[src/rtl/button_press_classifier.sv]
// Push-button front end: synchronise, debounce, then classify each debounced press as short or long.
// The short/long flags stay set until the CPU read path pulses clear.
module button_press_classifier #(
    parameter int DEBOUNCE_CYCLES = 1_000_000,
    parameter int LONG_CYCLES     = 40_000_000,
    parameter int CNT_W           = 32
) (
    input  logic             clock,
    input  logic             reset,
    input  logic             btn_raw,
    input  logic             clear,
    output logic             pressed,
    output logic             short_press,
    output logic             long_press,
    output logic [CNT_W-1:0] hold_count
);

    localparam logic [CNT_W-1:0] DB_LAST   = CNT_W'(DEBOUNCE_CYCLES - 1);
    localparam logic [CNT_W-1:0] LONG_LAST = CNT_W'(LONG_CYCLES - 1);
    localparam logic [CNT_W-1:0] CNT_MAX   = '1;

    typedef enum logic [1:0] {
        IDLE = 2'd0,
        HELD = 2'd1,
        LONG = 2'd2
    } state_t;

    logic [1:0]       sync_reg;
    logic             btn_s;
    logic [CNT_W-1:0] db_cnt_reg, db_cnt_next;
    logic             pressed_reg, pressed_next;
    state_t           state_reg, state_next;
    logic [CNT_W-1:0] hold_reg, hold_next;
    logic             short_reg, short_next;
    logic             long_reg, long_next;
    logic             set_short, set_long;

    assign btn_s = sync_reg[1];

    always_ff @(posedge clock or negedge reset) begin
        if (!reset) begin
            sync_reg    <= '0;
            db_cnt_reg  <= '0;
            pressed_reg <= 1'b0;
            state_reg   <= IDLE;
            hold_reg    <= '0;
            short_reg   <= 1'b0;
            long_reg    <= 1'b0;
        end else begin
            sync_reg    <= {sync_reg[0], btn_raw};
            db_cnt_reg  <= db_cnt_next;
            pressed_reg <= pressed_next;
            state_reg   <= state_next;
            hold_reg    <= hold_next;
            short_reg   <= short_next;
            long_reg    <= long_next;
        end
    end

    // Any cycle where the synchronised input agrees with the accepted level restarts the count.
    always_comb begin
        db_cnt_next  = '0;
        pressed_next = pressed_reg;
        if (btn_s != pressed_reg) begin
            if (db_cnt_reg == DB_LAST) begin
                pressed_next = ~pressed_reg;
            end else begin
                db_cnt_next = db_cnt_reg + 1'b1;
            end
        end
    end

    always_comb begin
        state_next = state_reg;
        hold_next  = hold_reg;
        set_short  = 1'b0;
        set_long   = 1'b0;
        case (state_reg)
            IDLE: begin
                // hold_count keeps the previous press length until a new press starts.
                if (pressed_reg) begin
                    state_next = HELD;
                    hold_next  = CNT_W'(1);
                end
            end
            HELD: begin
                if (!pressed_reg) begin
                    set_short  = 1'b1;
                    state_next = IDLE;
                end else begin
                    hold_next = hold_reg + 1'b1;
                    if (hold_reg == LONG_LAST) begin
                        set_long   = 1'b1;
                        state_next = LONG;
                    end
                end
            end
            LONG: begin
                if (!pressed_reg) begin
                    state_next = IDLE;
                end else if (hold_reg != CNT_MAX) begin
                    hold_next = hold_reg + 1'b1;
                end
            end
            default: begin
                state_next = IDLE;
            end
        endcase
    end

    // A set in the same cycle as clear wins so a press is never lost to a racing read.
    always_comb begin
        short_next = set_short | (short_reg & ~clear);
        long_next  = set_long  | (long_reg  & ~clear);
    end

    assign pressed     = pressed_reg;
    assign short_press = short_reg;
    assign long_press  = long_reg;
    assign hold_count  = hold_reg;

endmodule

[config.mk]
export PLATFORM = sky130hd
export DESIGN_NAME = button_press_classifier
export DESIGN_NICKNAME = d
export VERILOG_FILES = /design/src/rtl/button_press_classifier.sv
export SDC_FILE = /design/constraint.sdc
export NUM_CORES = 1
export LEC_CHECK = 0
export BUFFER_PORTS_ARGS = -buffer_cell sky130_fd_sc_hd__buf_2
export CORE_MARGIN = 4
export CORE_UTILIZATION = 47
export DETAILED_ROUTE_END_ITERATION = 6
export PLACE_DENSITY = 0.69
export SLEW_MARGIN = 20
export SYNTH_ARGS = -nofsm -noshare
export SYNTH_HDL_FRONTEND = slang
export SYNTH_SLANG_ARGS = --single-unit
[constraint.sdc]
create_clock -name clock -period 2.6 [get_ports clock]
set_input_delay 0.13 -clock clock [delete_from_list [all_inputs] [get_ports clock]]
set_output_delay 0.13 -clock clock [all_outputs]
set_load 0.03 [all_outputs]
==> results.tsv <==
stage	metric	value	unit
floorplanning	die span in x	99.4	um
setup_path	data required time at the worst endpoint	2.83	ns
synth	mean cell area of the mapped netlist	9.12	um^2
route	average wire per cell in the routed design	16.3	um
route	number of design-rule violations left by the first detailed-router iteration	153	
layout	area of the multi-input gates	0.00200	mm^2
placed_design	detailed-placement wirelength estimate	6830	um
setup_path	Worst Setup Start Kind	flip-flop	
route	DRT antenna net count	0	
timing	worst-case hold slack	0.285	ns
timing	final setup fails	0	
cts	clock input transition at the sequential cells of the worst setup and hold paths	0.08	ns
status	outcome	complete, no violations	
timing	remaining max-slew budget at the tightest pin	51.3	%
cts	worst skew pair latency	0.35	ns
route	total via count after detailed routing	3486	
synth	library cells used by synthesis	50	
cts	clock tree from TritonCTS	done	
layout	post-layout instance count excluding filler cells	591	
global_routing	global-route wire length before repair	16600	um
layout	footprint of the flip-flops and latches	0.00178	mm^2
cts	number of clock sinks	71	
cts	clock root buffer master	sky130_fd_sc_hd__clkbuf_8	
timing	fin crit share	92.4	%
pwr	overall power of the completed layout	2.15	mW
layout	post-route core utilization	55.4	%
floorplanning	boundary pin count	39	
synth	Mapped Nets	440	
synth	Syn Inst Count	431	
placed_design	placed instance area	0.00428	mm^2
hold_path	HP Class	in -> async	
global_routing	maximum number of pins on one net before global-route repair	33	
synth	flip-flop and latch count after synthesis	71	
floorplanning	Die Outline Area	0.00989	mm^2
layout	relative area change from synthesis to final layout	15.3	%
cts	CTS buffer count	9	
placed_design	instance count after placement with tap cells included	572	
synth	Cell Area, Synth	0.00393	mm^2
layout	Antenna diodes	0	
timing	unrepaired setup endpoints after global routing	no	
timing	maximum clock rate	416	MHz
global_routing	number of global-route vias before repair	3425	
setup_path	class of the most critical setup path	reg -> reg	
placed_design	count of input and output buffers	38	
setup_path	critical path capture point type	flip-flop	
synth	number of warnings printed during yosys synthesis	0	
timing	least setup slack across all paths after layout	0.198	ns
cts	maximum clock insertion buffer count	2	
floorplanning	standard-cell rows	33	
timing	Setup Total Neg Slack	0	ns
pwr	VDD IR max	0.000233	V
floorplanning	effective utilization at floorplan	48.1	%
global_routing	global route overflow	0	
synth	EDFF count, synth	0	
setup_path	arrival time at the worst endpoint	2.63	ns
layout	most common library cell in the layout ignoring fill and taps	sky130_fd_sc_hd__dfrtp_1	
global_routing	antenna violations before repair	0	
layout	post-route design area	0.00453	mm^2
synth	most common flop cell mapped by yosys	sky130_fd_sc_hd__dfrtp_1	
route	drc violations	0	
cts	deepest level of the CTS H-tree	3	
layout	top library cells by usage in the layout, fill and taps aside	71 x sky130_fd_sc_hd__dfrtp_1, 52 x sky130_fd_sc_hd__nor2_1, 39 x sky130_fd_sc_hd__nand2_1	
job	max-cap check violation count	0	
layout	Nets	490	
synth	fraction of registers with async set or reset after synthesis	100	%
pwr	static leakage power	2.02	nW
global_routing	Tot GR Track Use	20.4	%
layout	number of fill cells in the layout	736	
cts	cells resized by post-CTS repair	0	
placed_design	weighted congestion reported at the end of routability-driven placement	0.959	
timing	transition time at the pin with the least slew margin	0.727	ns
timing	count of final hold-check violations	0	
layout	share of final-layout standard cells stronger than drive strength 1	17.5	%
timing	clock period minus final worst setup slack	2.40	ns
pwr	Pwr Density	474	mW/mm^2
route	1st-pass router iterations	5	
placed_design	setup slack at placement	0.248	ns
synth	share of synthesized area occupied by flip-flops and latches	45.2	%
setup_path	largest fanout on the critical path	6	
route	vias per cell	5.90	
floorplanning	die height	99.4	um
timing	pins over their slew limit	0	
route	total wire length after detailed routing	9640	um
timing	final worst clock skew	0.0125	ns
floorplanning	placeable core area	0.00818	mm^2
==> power by group <==
part	switching [mW]	internal [mW]	total (mW)
sequential	0.00492	1.11	1.11
combinational	0.0334	0.0111	0.0445
clock	0.421	0.567	0.988
total	0.459	1.69	2.15
==> synthesized netlist by cell type (9+ instances only) <==
cell / instances / area share [%]
sky130_fd_sc_hd__a21oi_1: 9 / 1.1
sky130_fd_sc_hd__a31oi_1: 14 / 2.2
sky130_fd_sc_hd__and3_1: 13 / 2.1
sky130_fd_sc_hd__clkbuf_1: 10 / 0.96
sky130_fd_sc_hd__dfrtp_1: 71 / 45
sky130_fd_sc_hd__inv_1: 9 / 0.86
sky130_fd_sc_hd__nand2_1: 39 / 3.7
sky130_fd_sc_hd__nand3_1: 25 / 3.2
sky130_fd_sc_hd__nand4_1: 27 / 4.3
sky130_fd_sc_hd__nor2_1: 52 / 5.0
sky130_fd_sc_hd__nor3_1: 10 / 1.3
sky130_fd_sc_hd__nor4_1: 11 / 1.8
sky130_fd_sc_hd__o21ai_0: 30 / 3.8
sky130_fd_sc_hd__o31ai_1: 9 / 1.7
sky130_fd_sc_hd__xnor2_1: 13 / 2.9
sky130_fd_sc_hd__xor2_1: 18 / 4.0
==> routing by layer <==
metal,wire [um],part of all wire [%],global-route usage (%),vias up
met4,129,1.3,5.57,0
met3,561,5.8,4.63,15
met5,0,0,0,-
met2,4460,46,31.5,98
met1,4490,47,29.1,1690
li1,-,-,-,1683
==> area by class of cell <==
type                       instances  area share, %
clock buffer                      11           3.12
clock inverter                     5           1.80
inverter                           9          0.746
multi-input combinational        330           44.2
sequential                        71           39.2
tap                              105           2.90
timing repair buffer              60           8.01
==> cells by family (layout without fill, tap and decap cells) <==
kind of cell,count (synthesis),count (layout),share of synthesized area (%)
simple gates,207,207,27.9
compound gates,83,83,13.5
flops,71,71,45.2
xor+xnor,31,31,6.91
buf+inv,30,85,3.82
fa+ha+maj,5,5,1.59
mux,4,4,1.08
==> final timing paths <==
check                      cells after the start                       from                   endpoint  slack (ns)
min in group clock                             0      sync_reg[0]$_DFF_PN0_      sync_reg[1]$_DFF_PN0_        0.36
setup reg to reg                               6  hold_count[0]$_DFFE_PN0P_   state_reg[0]$_DFFE_PN0P_        0.20
hold / removal                                 2                      reset   db_cnt_reg[24]$_DFF_PN0_        0.29
hold reg to reg                                0      sync_reg[0]$_DFF_PN0_      sync_reg[1]$_DFF_PN0_        0.36
setup / recovery                               6  hold_count[0]$_DFFE_PN0P_   state_reg[0]$_DFFE_PN0P_        0.20
max in group asynchronous                      3                      reset  hold_count[9]$_DFFE_PN0P_        1.50
==> worst max-delay path, cell delays in order, from the launching register on <==
cell,delay (ns)
sky130_fd_sc_hd__dfrtp_1,0.43
sky130_fd_sc_hd__ha_1,0.23
sky130_fd_sc_hd__and3_1,0.28
sky130_fd_sc_hd__nand2_1,0.15
sky130_fd_sc_hd__or4_1,0.63
sky130_fd_sc_hd__a21o_1,0.22
sky130_fd_sc_hd__a311o_1,0.35
==> repair_timing <==
action	4_1_cts	5_1_grt
buffers inserted	0	0
hold buffers	3	0
endpoints found under the hold margin	24	0
No activity file was read; power rests on OpenSTA's default activity.
